--- config.mk ---
export PLATFORM = sky130hd
export DESIGN_NAME = dmem_lsu_flat
export DESIGN_NICKNAME = d
export VERILOG_FILES = /design/src/rtl/dmem_lsu_if.sv /design/src/rtl/dmem_lsu.sv /design/src/flat_wrapper.sv
export SDC_FILE = /design/constraint.sdc
export NUM_CORES = 1
export LEC_CHECK = 0
export CORE_ASPECT_RATIO = 0.75
export CORE_UTILIZATION = 52
export DETAILED_ROUTE_END_ITERATION = 10
export GPL_TIMING_DRIVEN = 0
export HOLD_SLACK_MARGIN = 0.02
export PLACE_DENSITY = 0.95
export SYNTH_ARGS = -nofsm -noshare
export SYNTH_HDL_FRONTEND = slang
export SYNTH_SLANG_ARGS = --single-unit
--- constraint.sdc ---
create_clock -name clk -period 9 [get_ports clk]
set_clock_uncertainty 0.1 [all_clocks]
set_input_delay 1.8 -clock clk [delete_from_list [all_inputs] [get_ports clk]]
set_output_delay 1.8 -clock clk [all_outputs]
set_load 0.02 [all_outputs]
--- src/rtl/dmem_lsu_if.sv ---
// rtl/dmem_lsu_if.sv - request/response and word-bus signals of the data-memory load/store unit
interface dmem_lsu_if #(
  parameter int ADDR_W = 32
);
  logic              req_valid;
  logic              req_ready;
  logic              DMWr;
  logic [2:0]        DMCtrl;
  logic [ADDR_W-1:0] addr;
  logic [31:0]       wdata;
  logic              rsp_valid;
  logic [31:0]       rdata;
  logic              err;
  logic              bus_req;
  logic              bus_we;
  logic [ADDR_W-1:0] bus_addr;
  logic [3:0]        bus_be;
  logic [31:0]       bus_wdata;
  logic              bus_ack;
  logic [31:0]       bus_rdata;

  // master: requester and memory side; slave: the load/store unit itself
  modport master (
    output req_valid, DMWr, DMCtrl, addr, wdata, bus_ack, bus_rdata,
    input  req_ready, rsp_valid, rdata, err, bus_req, bus_we, bus_addr, bus_be, bus_wdata
  );
  modport slave (
    input  req_valid, DMWr, DMCtrl, addr, wdata, bus_ack, bus_rdata,
    output req_ready, rsp_valid, rdata, err, bus_req, bus_we, bus_addr, bus_be, bus_wdata
  );
endinterface

--- src/rtl/dmem_lsu.sv ---
// rtl/dmem_lsu.sv - load/store unit: one request -> word bus beat(s) -> extended load data pulse
// Optional DMEM_LSU_MISALIGN_SPLIT_EN: misaligned accesses allowed, word-crossing ones use two beats.
module dmem_lsu #(
  parameter int          ADDR_W    = 32,
  parameter logic [31:0] RST_RDATA = 32'h0000_0000
) (
  input logic      clk,
  input logic      rst,
  dmem_lsu_if.slave lsu
);
  localparam logic [1:0] IDLE  = 2'd0;
  localparam logic [1:0] BEAT1 = 2'd1;
  localparam logic [1:0] BEAT2 = 2'd2;
  localparam logic [1:0] RESP  = 2'd3;

  logic [1:0]        state;
  logic              r_we;
  logic [2:0]        r_ctrl;
  logic [ADDR_W-1:0] r_addr;
  logic [31:0]       r_wdata;
  logic              r_err;
  logic [31:0]       cap_lo;
  logic [31:0]       rdata_q;

  logic              illegal_ctrl;
  logic              req_bad;
  logic              split;
  logic [1:0]        off;
  logic [3:0]        size_mask;
  logic [7:0]        be8;
  logic [63:0]       wd64;
  logic [ADDR_W-1:0] word_addr;
  logic              in_beat;

  assign illegal_ctrl = lsu.DMWr ? (lsu.DMCtrl[2] || (lsu.DMCtrl[1:0] == 2'b11))
                                 : ((lsu.DMCtrl[1:0] == 2'b11) || (lsu.DMCtrl[2:1] == 2'b11));

`ifdef DMEM_LSU_MISALIGN_SPLIT_EN
  assign req_bad = illegal_ctrl;
  assign split   = |be8[7:4];
`else
  assign req_bad = illegal_ctrl
                || ((lsu.DMCtrl[1:0] == 2'b01) && lsu.addr[0])
                || ((lsu.DMCtrl[1:0] == 2'b10) && (lsu.addr[1:0] != 2'b00));
  assign split   = 1'b0;
`endif

  assign off       = r_addr[1:0];
  assign size_mask = (r_ctrl[1:0] == 2'b00) ? 4'b0001 :
                     (r_ctrl[1:0] == 2'b01) ? 4'b0011 : 4'b1111;
  assign be8       = {4'b0000, size_mask} << off;
  assign wd64      = {32'h0, r_wdata} << {off, 3'b000};
  assign word_addr = {r_addr[ADDR_W-1:2], 2'b00};
  assign in_beat   = (state == BEAT1) || (state == BEAT2);

  // d holds {upper word, lower word}; single-beat loads pass zero as the upper word
  function automatic logic [31:0] extend(input logic [63:0] d, input logic [1:0] o,
                                         input logic [2:0] ctrl);
    logic [31:0] sh;
    sh = 32'(d >> {o, 3'b000});
    case (ctrl)
      3'b000:  extend = {{24{sh[7]}}, sh[7:0]};
      3'b001:  extend = {{16{sh[15]}}, sh[15:0]};
      3'b100:  extend = {24'h0, sh[7:0]};
      3'b101:  extend = {16'h0, sh[15:0]};
      default: extend = sh;
    endcase
  endfunction

  always_ff @(posedge clk or posedge rst) begin
    if (rst) begin
      state   <= IDLE;
      r_we    <= 1'b0;
      r_ctrl  <= 3'b000;
      r_addr  <= '0;
      r_wdata <= 32'h0;
      r_err   <= 1'b0;
      cap_lo  <= 32'h0;
      rdata_q <= RST_RDATA;
    end else begin
      case (state)
        IDLE: begin
          if (lsu.req_valid) begin
            r_we    <= lsu.DMWr;
            r_ctrl  <= lsu.DMCtrl;
            r_addr  <= lsu.addr;
            r_wdata <= lsu.wdata;
            r_err   <= req_bad;
            if (req_bad) begin
              rdata_q <= RST_RDATA;
              state   <= RESP;
            end else begin
              state   <= BEAT1;
            end
          end
        end
        BEAT1: begin
          if (lsu.bus_ack) begin
            if (split) begin
              cap_lo <= lsu.bus_rdata;
              state  <= BEAT2;
            end else begin
              rdata_q <= r_we ? 32'h0 : extend({32'h0, lsu.bus_rdata}, off, r_ctrl);
              state   <= RESP;
            end
          end
        end
        BEAT2: begin
          if (lsu.bus_ack) begin
            rdata_q <= r_we ? 32'h0 : extend({lsu.bus_rdata, cap_lo}, off, r_ctrl);
            state   <= RESP;
          end
        end
        default: state <= IDLE;
      endcase
    end
  end

  // bus outputs are decoded from state so an async reset drops bus_req without a clock edge
  assign lsu.req_ready = (state == IDLE);
  assign lsu.rsp_valid = (state == RESP);
  assign lsu.err       = (state == RESP) && r_err;
  assign lsu.rdata     = rdata_q;
  assign lsu.bus_req   = in_beat;
  assign lsu.bus_we    = in_beat && r_we;
  assign lsu.bus_addr  = (state == BEAT1) ? word_addr :
                         (state == BEAT2) ? word_addr + ADDR_W'(4) : '0;
  assign lsu.bus_be    = (state == BEAT1) ? be8[3:0] :
                         (state == BEAT2) ? be8[7:4] : 4'b0000;
  assign lsu.bus_wdata = (state == BEAT1) ? wd64[31:0] :
                         (state == BEAT2) ? wd64[63:32] : 32'h0;
endmodule

--- src/flat_wrapper.sv ---
// flat-port wrapper written by rule: the top's interface ports become plain ports
module dmem_lsu_flat 
#(
  parameter int          ADDR_W    = 32,
  parameter logic [31:0] RST_RDATA = 32'h0000_0000
)
  (clk, rst, lsu_req_valid, lsu_DMWr, lsu_DMCtrl, lsu_addr, lsu_wdata, lsu_bus_ack, lsu_bus_rdata, lsu_req_ready, lsu_rsp_valid, lsu_rdata, lsu_err, lsu_bus_req, lsu_bus_we, lsu_bus_addr, lsu_bus_be, lsu_bus_wdata);
  dmem_lsu_if #(.ADDR_W(ADDR_W)) lsu_i ();
  input logic clk;
  input logic rst;
  input wire logic [$bits(lsu_i.req_valid)-1:0] lsu_req_valid;
  input wire logic [$bits(lsu_i.DMWr)-1:0] lsu_DMWr;
  input wire logic [$bits(lsu_i.DMCtrl)-1:0] lsu_DMCtrl;
  input wire logic [$bits(lsu_i.addr)-1:0] lsu_addr;
  input wire logic [$bits(lsu_i.wdata)-1:0] lsu_wdata;
  input wire logic [$bits(lsu_i.bus_ack)-1:0] lsu_bus_ack;
  input wire logic [$bits(lsu_i.bus_rdata)-1:0] lsu_bus_rdata;
  output wire logic [$bits(lsu_i.req_ready)-1:0] lsu_req_ready;
  output wire logic [$bits(lsu_i.rsp_valid)-1:0] lsu_rsp_valid;
  output wire logic [$bits(lsu_i.rdata)-1:0] lsu_rdata;
  output wire logic [$bits(lsu_i.err)-1:0] lsu_err;
  output wire logic [$bits(lsu_i.bus_req)-1:0] lsu_bus_req;
  output wire logic [$bits(lsu_i.bus_we)-1:0] lsu_bus_we;
  output wire logic [$bits(lsu_i.bus_addr)-1:0] lsu_bus_addr;
  output wire logic [$bits(lsu_i.bus_be)-1:0] lsu_bus_be;
  output wire logic [$bits(lsu_i.bus_wdata)-1:0] lsu_bus_wdata;
  assign lsu_i.req_valid = lsu_req_valid;
  assign lsu_i.DMWr = lsu_DMWr;
  assign lsu_i.DMCtrl = lsu_DMCtrl;
  assign lsu_i.addr = lsu_addr;
  assign lsu_i.wdata = lsu_wdata;
  assign lsu_i.bus_ack = lsu_bus_ack;
  assign lsu_i.bus_rdata = lsu_bus_rdata;
  assign lsu_req_ready = lsu_i.req_ready;
  assign lsu_rsp_valid = lsu_i.rsp_valid;
  assign lsu_rdata = lsu_i.rdata;
  assign lsu_err = lsu_i.err;
  assign lsu_bus_req = lsu_i.bus_req;
  assign lsu_bus_we = lsu_i.bus_we;
  assign lsu_bus_addr = lsu_i.bus_addr;
  assign lsu_bus_be = lsu_i.bus_be;
  assign lsu_bus_wdata = lsu_i.bus_wdata;
  dmem_lsu #(.ADDR_W(ADDR_W), .RST_RDATA(RST_RDATA)) u_core (.clk(clk), .rst(rst), .lsu(lsu_i));
endmodule
==> summary.txt, run 1 <==
Worst setup path
  • CP endpoint kind: output port
  • Crit-path cells: inv_1 > ha_1 > buf_4 > clkbuf_1 > clkbuf_1 > a21boi_0 > clkdlybuf4s50_1
  • Critical-path top delay cell: clkdlybuf4s50_1
  • Reg2Reg Setup Slack: 6.40 ns
  • Worst EP arrival: 3.26 ns
  • Worst-path fanout max: 10
  • Crit path depth: 7
  • Largest stage delay, worst path: 0.67 ns
  • Critical path's top delay family: buffers and inverters
  • Worst Setup EP: lsu_bus_be[3]
  • Req. time, crit path: 7.10 ns
  • Critical R2R Capture: u_core.lsu.rdata[11]
  • Cell mode on critical path: clkbuf_1
  • Critical Path Start: u_core.state[1]
  • Setup CP Type: flop to output port
  • Reg2reg start: u_core.state[0]
  • FF-to-FF path depth: 7
  • CP Buf/Inv Count: 5
  • CP Launch Type: flop

STA
  • Relative slew margins: 45.8%
  • Max Slew Vio Count: 0
  • Setup Viol. Count Final: 0
  • Min cycle time layout: 5.16 ns
  • RSZ-0062 raised after global routing: no
  • Fmax achieved: 194 MHz
  • Final hold vios: 0
  • Total negative setup slack: 0 ns
  • Measured slew at the worst slew-check pin: 0.810 ns
  • Tcrit/Tclk final: 57.3%

Cells and area
  • Commonest non-fill, non-tap cell in the layout: clkdlybuf4s50_1
  • Most frequent cells in the layout: clkdlybuf4s50_1, dfrtp_1, mux2_2
  • Final #Nets: 1048
  • Fin area: 9650 sq um
  • Fraction of layout cells with a size suffix above 1: 17.1%
  • Finished Core Util: 73.6%
  • Filler cells: 909
  • P&R area growth vs syn: 37.2%
  • Final non-filler cell total: 1114
  • Antenna Cells: 0

Logic synthesis
  • Simple-gate share of the synthesized area: 13.8%
  • Yosys reg bits: 103
  • Sequential fraction of the synthesis area: 36.7%
  • Post-Synth XOR/XNOR Area: 2.99%
  • Yosys top cell area share: 36.7%
  • Prevailing post-synth register cell: dfrtp_1
  • Mux share of post-synthesis cell area: 20.8%
  • Synth Area per Inst: 9.78 sq um
  • Synth top area cells: dfrtp_1, mux2_2, mux2i_1
  • Post-synthesis adder-cell area fraction: 1.07%
  • Cell taking the most area after synthesis: dfrtp_1
  • Number of warnings issued by yosys: 0
  • Post-synth cell types: 61
  • Post-Synthesis Cells: 719
  • Largest family of logic cells by synthesized area: multiplexers
  • Post-synth EDFFs: 0
  • Async set-reset flop share out of synthesis: 100%
  • Post-synthesis compound-gate area fraction: 19.1%
  • Synthesized area: 7030 sq um

Routing
  • Final WL: 23900 um
  • Antenna Nets Post-Route: 0
  • Starting DRT DRC Count: 775
  • Routed wire length per instance: 21.4 um
  • Drt drc: 0
  • Vias/cell: 6.32
  • Routed via count: 7039
  • First-pass DRT Iterations: 7

CTS
  • Clock Path Buffers: 2
  • CTS tree: done
  • Setup Fix Bufs, Post-CTS: 0
  • CTS root buffer: clkbuf_16
  • H-tree depth: 3
  • Cts-stage hold buffer count: 0
  • Worst skew pair latency: 0.35 ns
  • CTS Buf Count: 9
  • Clk sinks: 103
  • CTS clk-pin slew, worst paths: 0.07 ns
  • Post_cts resized: 0

Placed design
  • PortBufs: 206
  • Post-placement cell area: 9340 sq um
  • Cells after DPL: 1098
  • GPL Wtd Cong: 1.01
  • DP HPWL: 17500 um

Floorplan
  • Die span in y: 103 um
  • Initial cell density of the core: 53.6%
  • Ports: 209
  • Rows: 36
  • Die X: 136 um
  • Die ar.: 14000 sq um
  • CORE AREA: 13100 sq um

Outcome
  • Status: complete, no violations

Power
  • Power Dens Cells: 408 nW/um^2
  • Peak VDD IR: 0.275 mV
  • LEAKAGE: 3.98 nW

GRT
  • Total GRT Usage: 34.0%
  • Largest net degree at the start of global routing: 70
  • Antenna violations before repair: 0
  • Number of global-route vias before repair: 6490
  • First-pass GRT wire length: 35800 um
  • Grt ovf: 0

Run
  • Max cap viols: 0

Min path
  • Hold Path Class: flop to flop
  • WHS Path Cells: 1
-- layout make-up --
type / instances / area, sq um / share of cell area, %
Timing Repair Buffer: 207 / 2090 / 21.7
Clock buffer: 11 / 243 / 2.52
Sequential cell: 103 / 2580 / 26.7
Inverter: 9 / 36.3 / 0.376
Clock inverter: 5 / 65.1 / 0.674
Buffer: 63 / 355 / 3.68
Tap cell: 171 / 214 / 2.22
Multi-Input combinational cell: 545 / 4070 / 42.2
-- flip-flops by register name (all words and copies together) (netlist names) --
| register | cells |
|---|---|
| u_core.r_err | 1 |
| u_core.r_addr | 32 |
| u_core.r_we | 1 |
| u_core.lsu.rdata | 32 |
| u_core.r_ctrl | 3 |
| u_core.state | 2 |
| u_core.r_wdata | 32 |
-- power by group --
group / switching, mW / total [mW] / internal, mW
Combinational: 1.44 / 2.61 / 1.17
Sequential: 0.230 / 0.914 / 0.684
Clock: 0.191 / 0.418 / 0.227
-- per-stage QoR --
stage / hold slack [ns] / total power, mW / setup WS (ns)
floorplan: 0.342 / 2.48 / 4.40
global placement: 0.363 / 3.38 / 2.86
CTS: 0.394 / 3.87 / 3.89
global route: 0.416 / 4.13 / 3.75
finish: 0.386 / 3.94 / 3.84
detailed placement: 0.377 / 3.45 / 4.29
-- metal layers --
layer / share of wire, % / GRT usage, % / up-vias
li1: - / - / 3089
met1: 41 / 47.6 / 3359
met2: 43 / 50.5 / 521
met3: 13 / 9.69 / 70
met4: 2.8 / 11.2 / 0
met5: 0 / 0 / -
-- worst min-delay path by stage --
stage	from	endpoint	slack (ns)
floorplan	u_core.r_err	u_core.r_err	0.34
global placement	u_core.lsu.rdata[6]	u_core.lsu.rdata[6]	0.36
detailed placement	u_core.lsu.rdata[4]	u_core.lsu.rdata[4]	0.38
CTS	u_core.lsu.rdata[4]	u_core.lsu.rdata[4]	0.39
global route	u_core.lsu.rdata[29]	u_core.lsu.rdata[29]	0.42
finish	u_core.lsu.rdata[4]	u_core.lsu.rdata[4]	0.39
-- kinds of logic after synthesis --
group,after synthesis
xor gates and xnor gates,24
AOI/OAI and AO/OA,188
and+or+nand+nor,190
adders and majority gates,6
buffers and inverters,72
DFF,103
other,1
muxes,135
-- Yosys cell counts, types with 15 or more instances --
cell type and count:
dfrtp_1 103, mux2_2 90, nand2_1 67, o21ai_0 49, mux2i_1 45, nor2_1 39, a22o_1 29, a22oi_1 22
buf_2 18, a21oi_1 16, buf_4 15, nand3_1 15
(Power assumes the default switching activity.)
==> inputs of run 2 (changes only) <==
--- a/config.mk
+++ b/config.mk
@@ -6,11 +6,11 @@
 export NUM_CORES = 1
 export LEC_CHECK = 0
 export CORE_ASPECT_RATIO = 0.75
-export CORE_UTILIZATION = 52
+export CORE_UTILIZATION = 44
 export DETAILED_ROUTE_END_ITERATION = 10
 export GPL_TIMING_DRIVEN = 0
 export HOLD_SLACK_MARGIN = 0.02
-export PLACE_DENSITY = 0.95
+export PLACE_DENSITY = 0.9
 export SYNTH_ARGS = -nofsm -noshare
 export SYNTH_HDL_FRONTEND = slang
 export SYNTH_SLANG_ARGS = --single-unit
==> constraint.sdc (replaced) <==
create_clock -name clk -period 4.4 [get_ports clk]
set_clock_uncertainty 0.1 [all_clocks]
set_input_delay 0.88 -clock clk [delete_from_list [all_inputs] [get_ports clk]]
set_output_delay 0.88 -clock clk [all_outputs]
set_load 0.02 [all_outputs]
==> run 2 against run 1 <==
Clock power increased by 100%. Design area increased by 0.45%. Global-route usage decreased by 4.1 points. Critical path type unchanged. Critical endpoint unchanged.
==> summary.txt, run 2 (same netlist as run 1, synthesis figures left out) <==
Floorplan
  • Initial cell density of the core: 45.6% (was 53.6%)
  • Rows: 39 (was 36)
  • CORE AREA: 15400 sq um (was 13100 sq um)
  • Die span in y: 111 um (was 103 um)
  • Die X: 148 um (was 136 um)
  • Ports: 209 (unchanged)
  • Die ar.: 16500 sq um (was 14000 sq um)

Routing
  • Vias/cell: 5.98 (was 6.32)
  • Starting DRT DRC Count: 752 (was 775)
  • Routed wire length per instance: 21.3 um (was 21.4 um)
  • Routed via count: 6870 (was 7039)
  • Antenna Nets Post-Route: 0 (unchanged)
  • Drt drc: 0 (unchanged)
  • Final WL: 24400 um (was 23900 um)
  • First-pass DRT Iterations: 5 (was 7)

Outcome
  • Status: complete, no violations (unchanged)

Placed design
  • GPL Wtd Cong: 0.989 (was 1.01)
  • PortBufs: 206 (unchanged)
  • Cells after DPL: 1132 (was 1098)
  • Dpl ws: 0.621 ns (was 4.29 ns)
  • DP HPWL: 18300 um (was 17500 um)

STA
  • Measured slew at the worst slew-check pin: 0.891 ns (was 0.810 ns)
  • RSZ-0062 raised after global routing: no (unchanged)
  • Min cycle time layout: 4.24 ns
  • Setup Viol. Count Final: 0 (unchanged)
  • Fmax achieved: 236 MHz
  • Hold_ws: 0.381 ns (was 0.386 ns)
  • Final hold vios: 0 (unchanged)
  • Relative slew margins: 40.4% (was 45.8%)
  • Final WS setup: 0.158 ns (was 3.84 ns)
  • Tcrit/Tclk final: 96.4%
  • Total negative setup slack: 0 ns (unchanged)
  • Max Slew Vio Count: 0 (unchanged)

CTS
  • CTS Buf Count: 9 (unchanged)
  • CTS root buffer: clkbuf_16 (unchanged)
  • Clock Path Buffers: 2 (unchanged)
  • Cts-stage hold buffer count: 0 (unchanged)
  • CTS clk-pin slew, worst paths: 0.07 ns (about the same)
  • H-tree depth: 3 (unchanged)
  • Setup Fix Bufs, Post-CTS: 0 (unchanged)
  • CTS tree: done (unchanged)
  • Clk sinks: 103 (unchanged)
  • Worst skew pair latency: 0.35 ns (about the same)
  • Post_cts resized: 0 (unchanged)

Cells and area
  • Final non-filler cell total: 1148 (was 1114)
  • Antenna Cells: 0 (unchanged)
  • Final #Nets: 1048 (unchanged)
  • Fraction of layout cells with a size suffix above 1: 17.2% (was 17.1%)
  • Finished Core Util: 62.9% (was 73.6%)
  • Most frequent cells in the layout: clkdlybuf4s50_1, dfrtp_1, mux2_2 (unchanged)
  • Filler cells: 1296 (was 909)
  • Commonest non-fill, non-tap cell in the layout: clkdlybuf4s50_1 (unchanged)
  • P&R area growth vs syn: 37.8% (was 37.2%)

Worst setup path
  • Setup CP Type: flop to output port (unchanged)
  • CP endpoint kind: output port (unchanged)
  • Req. time, crit path: 3.42 ns (was 7.10 ns)
  • Worst EP arrival: 3.26 ns (about the same)
  • Reg2reg start: u_core.state[0] (unchanged)
  • FF-to-FF path depth: 7 (unchanged)
  • CP Launch Type: flop (unchanged)
  • Worst-path fanout max: 10 (unchanged)
  • Critical R2R Capture: u_core.lsu.rdata[9] (was u_core.lsu.rdata[11])
  • Reg2Reg Setup Slack: 1.84 ns (was 6.40 ns)

Run
  • Max cap viols: 0 (unchanged)

Power
  • Power Dens Cells: 828 nW/um^2 (was 408 nW/um^2)
  • LEAKAGE: 3.99 nW (was 3.98 nW)
  • Peak VDD IR: 0.468 mV (was 0.275 mV)

GRT
  • Antenna violations before repair: 0 (unchanged)
  • First-pass GRT wire length: 38300 um (was 35800 um)
  • Total GRT Usage: 29.9% (was 34.0%)
  • Number of global-route vias before repair: 6741 (was 6490)
  • Grt ovf: 0 (unchanged)
  • Largest net degree at the start of global routing: 67 (was 70)

Min path
  • Hold path startpoint: u_core.r_err (was u_core.lsu.rdata[4])
  • Hold Path Class: flop to flop (unchanged)
  • WHS Path Cells: 1 (unchanged)
  • Hold path endpoint: u_core.r_err (was u_core.lsu.rdata[4])
run 2: final cells by class:
cell class | count | area (sq um) | area share [%]
clock inverter | 5 | 56.3 | 0.581
buffer | 63 | 355 | 3.67
multi-input combinational | 545 | 4070 | 42.0
clock buffer | 11 | 253 | 2.61
inverter | 9 | 36.3 | 0.374
sequential | 103 | 2580 | 26.6
tap | 205 | 256 | 2.65
timing repair buffer | 207 | 2090 | 21.6
run 2: metal layers:
layer / up-vias / GRT usage (%) / wire, um
met3: 48 / 7.42 / 2650
li1: 3091 / - / -
met1: 3297 / 43.2 / 10600
met2: 434 / 44.4 / 10700
met5: - / 0 / 0
met4: 0 / 7.63 / 518
run 2: stage by stage:
step | instance area (sq um) | power, mW
floorplan | 7040 | 5.07
global placement | 9350 | 6.97
detailed placement | 9380 | 7.09
CTS | 9690 | 7.96
global route | 9690 | 8.48
finish | 9690 | 8.03
run 2: worst max-delay path by stage:
stage | startpoint | end | slack [ns] | cells after the start
4_1_cts | u_core.state[1] | lsu_bus_be[3] | 0.22 | 7
6_report | u_core.state[1] | lsu_bus_be[3] | 0.16 | 7
3_3_place_gp | rst | u_core.lsu.rdata[27] | -0.80 | 2
3_5_place_dp | u_core.state[1] | lsu_bus_be[3] | 0.62 | 7
5_1_grt | u_core.state[1] | lsu_bus_be[3] | 0.05 | 7
2_1_floorplan | rst | u_core.lsu.rdata[0] | 0.72 | 1
run 2: power breakdown:
part	internal [mW]	switching, mW
sequential	1.40	0.464
clock	0.472	0.363
combinational	2.39	2.94
total	4.26	3.77
run 2: critical path: stages (launching register included):
cell and delay (ns):
dfrtp_1 0.44, inv_1 0.10, ha_1 0.16, buf_4 0.17
clkbuf_1 0.42, clkbuf_1 0.54, a21boi_0 0.41, clkdlybuf4s50_1 0.68
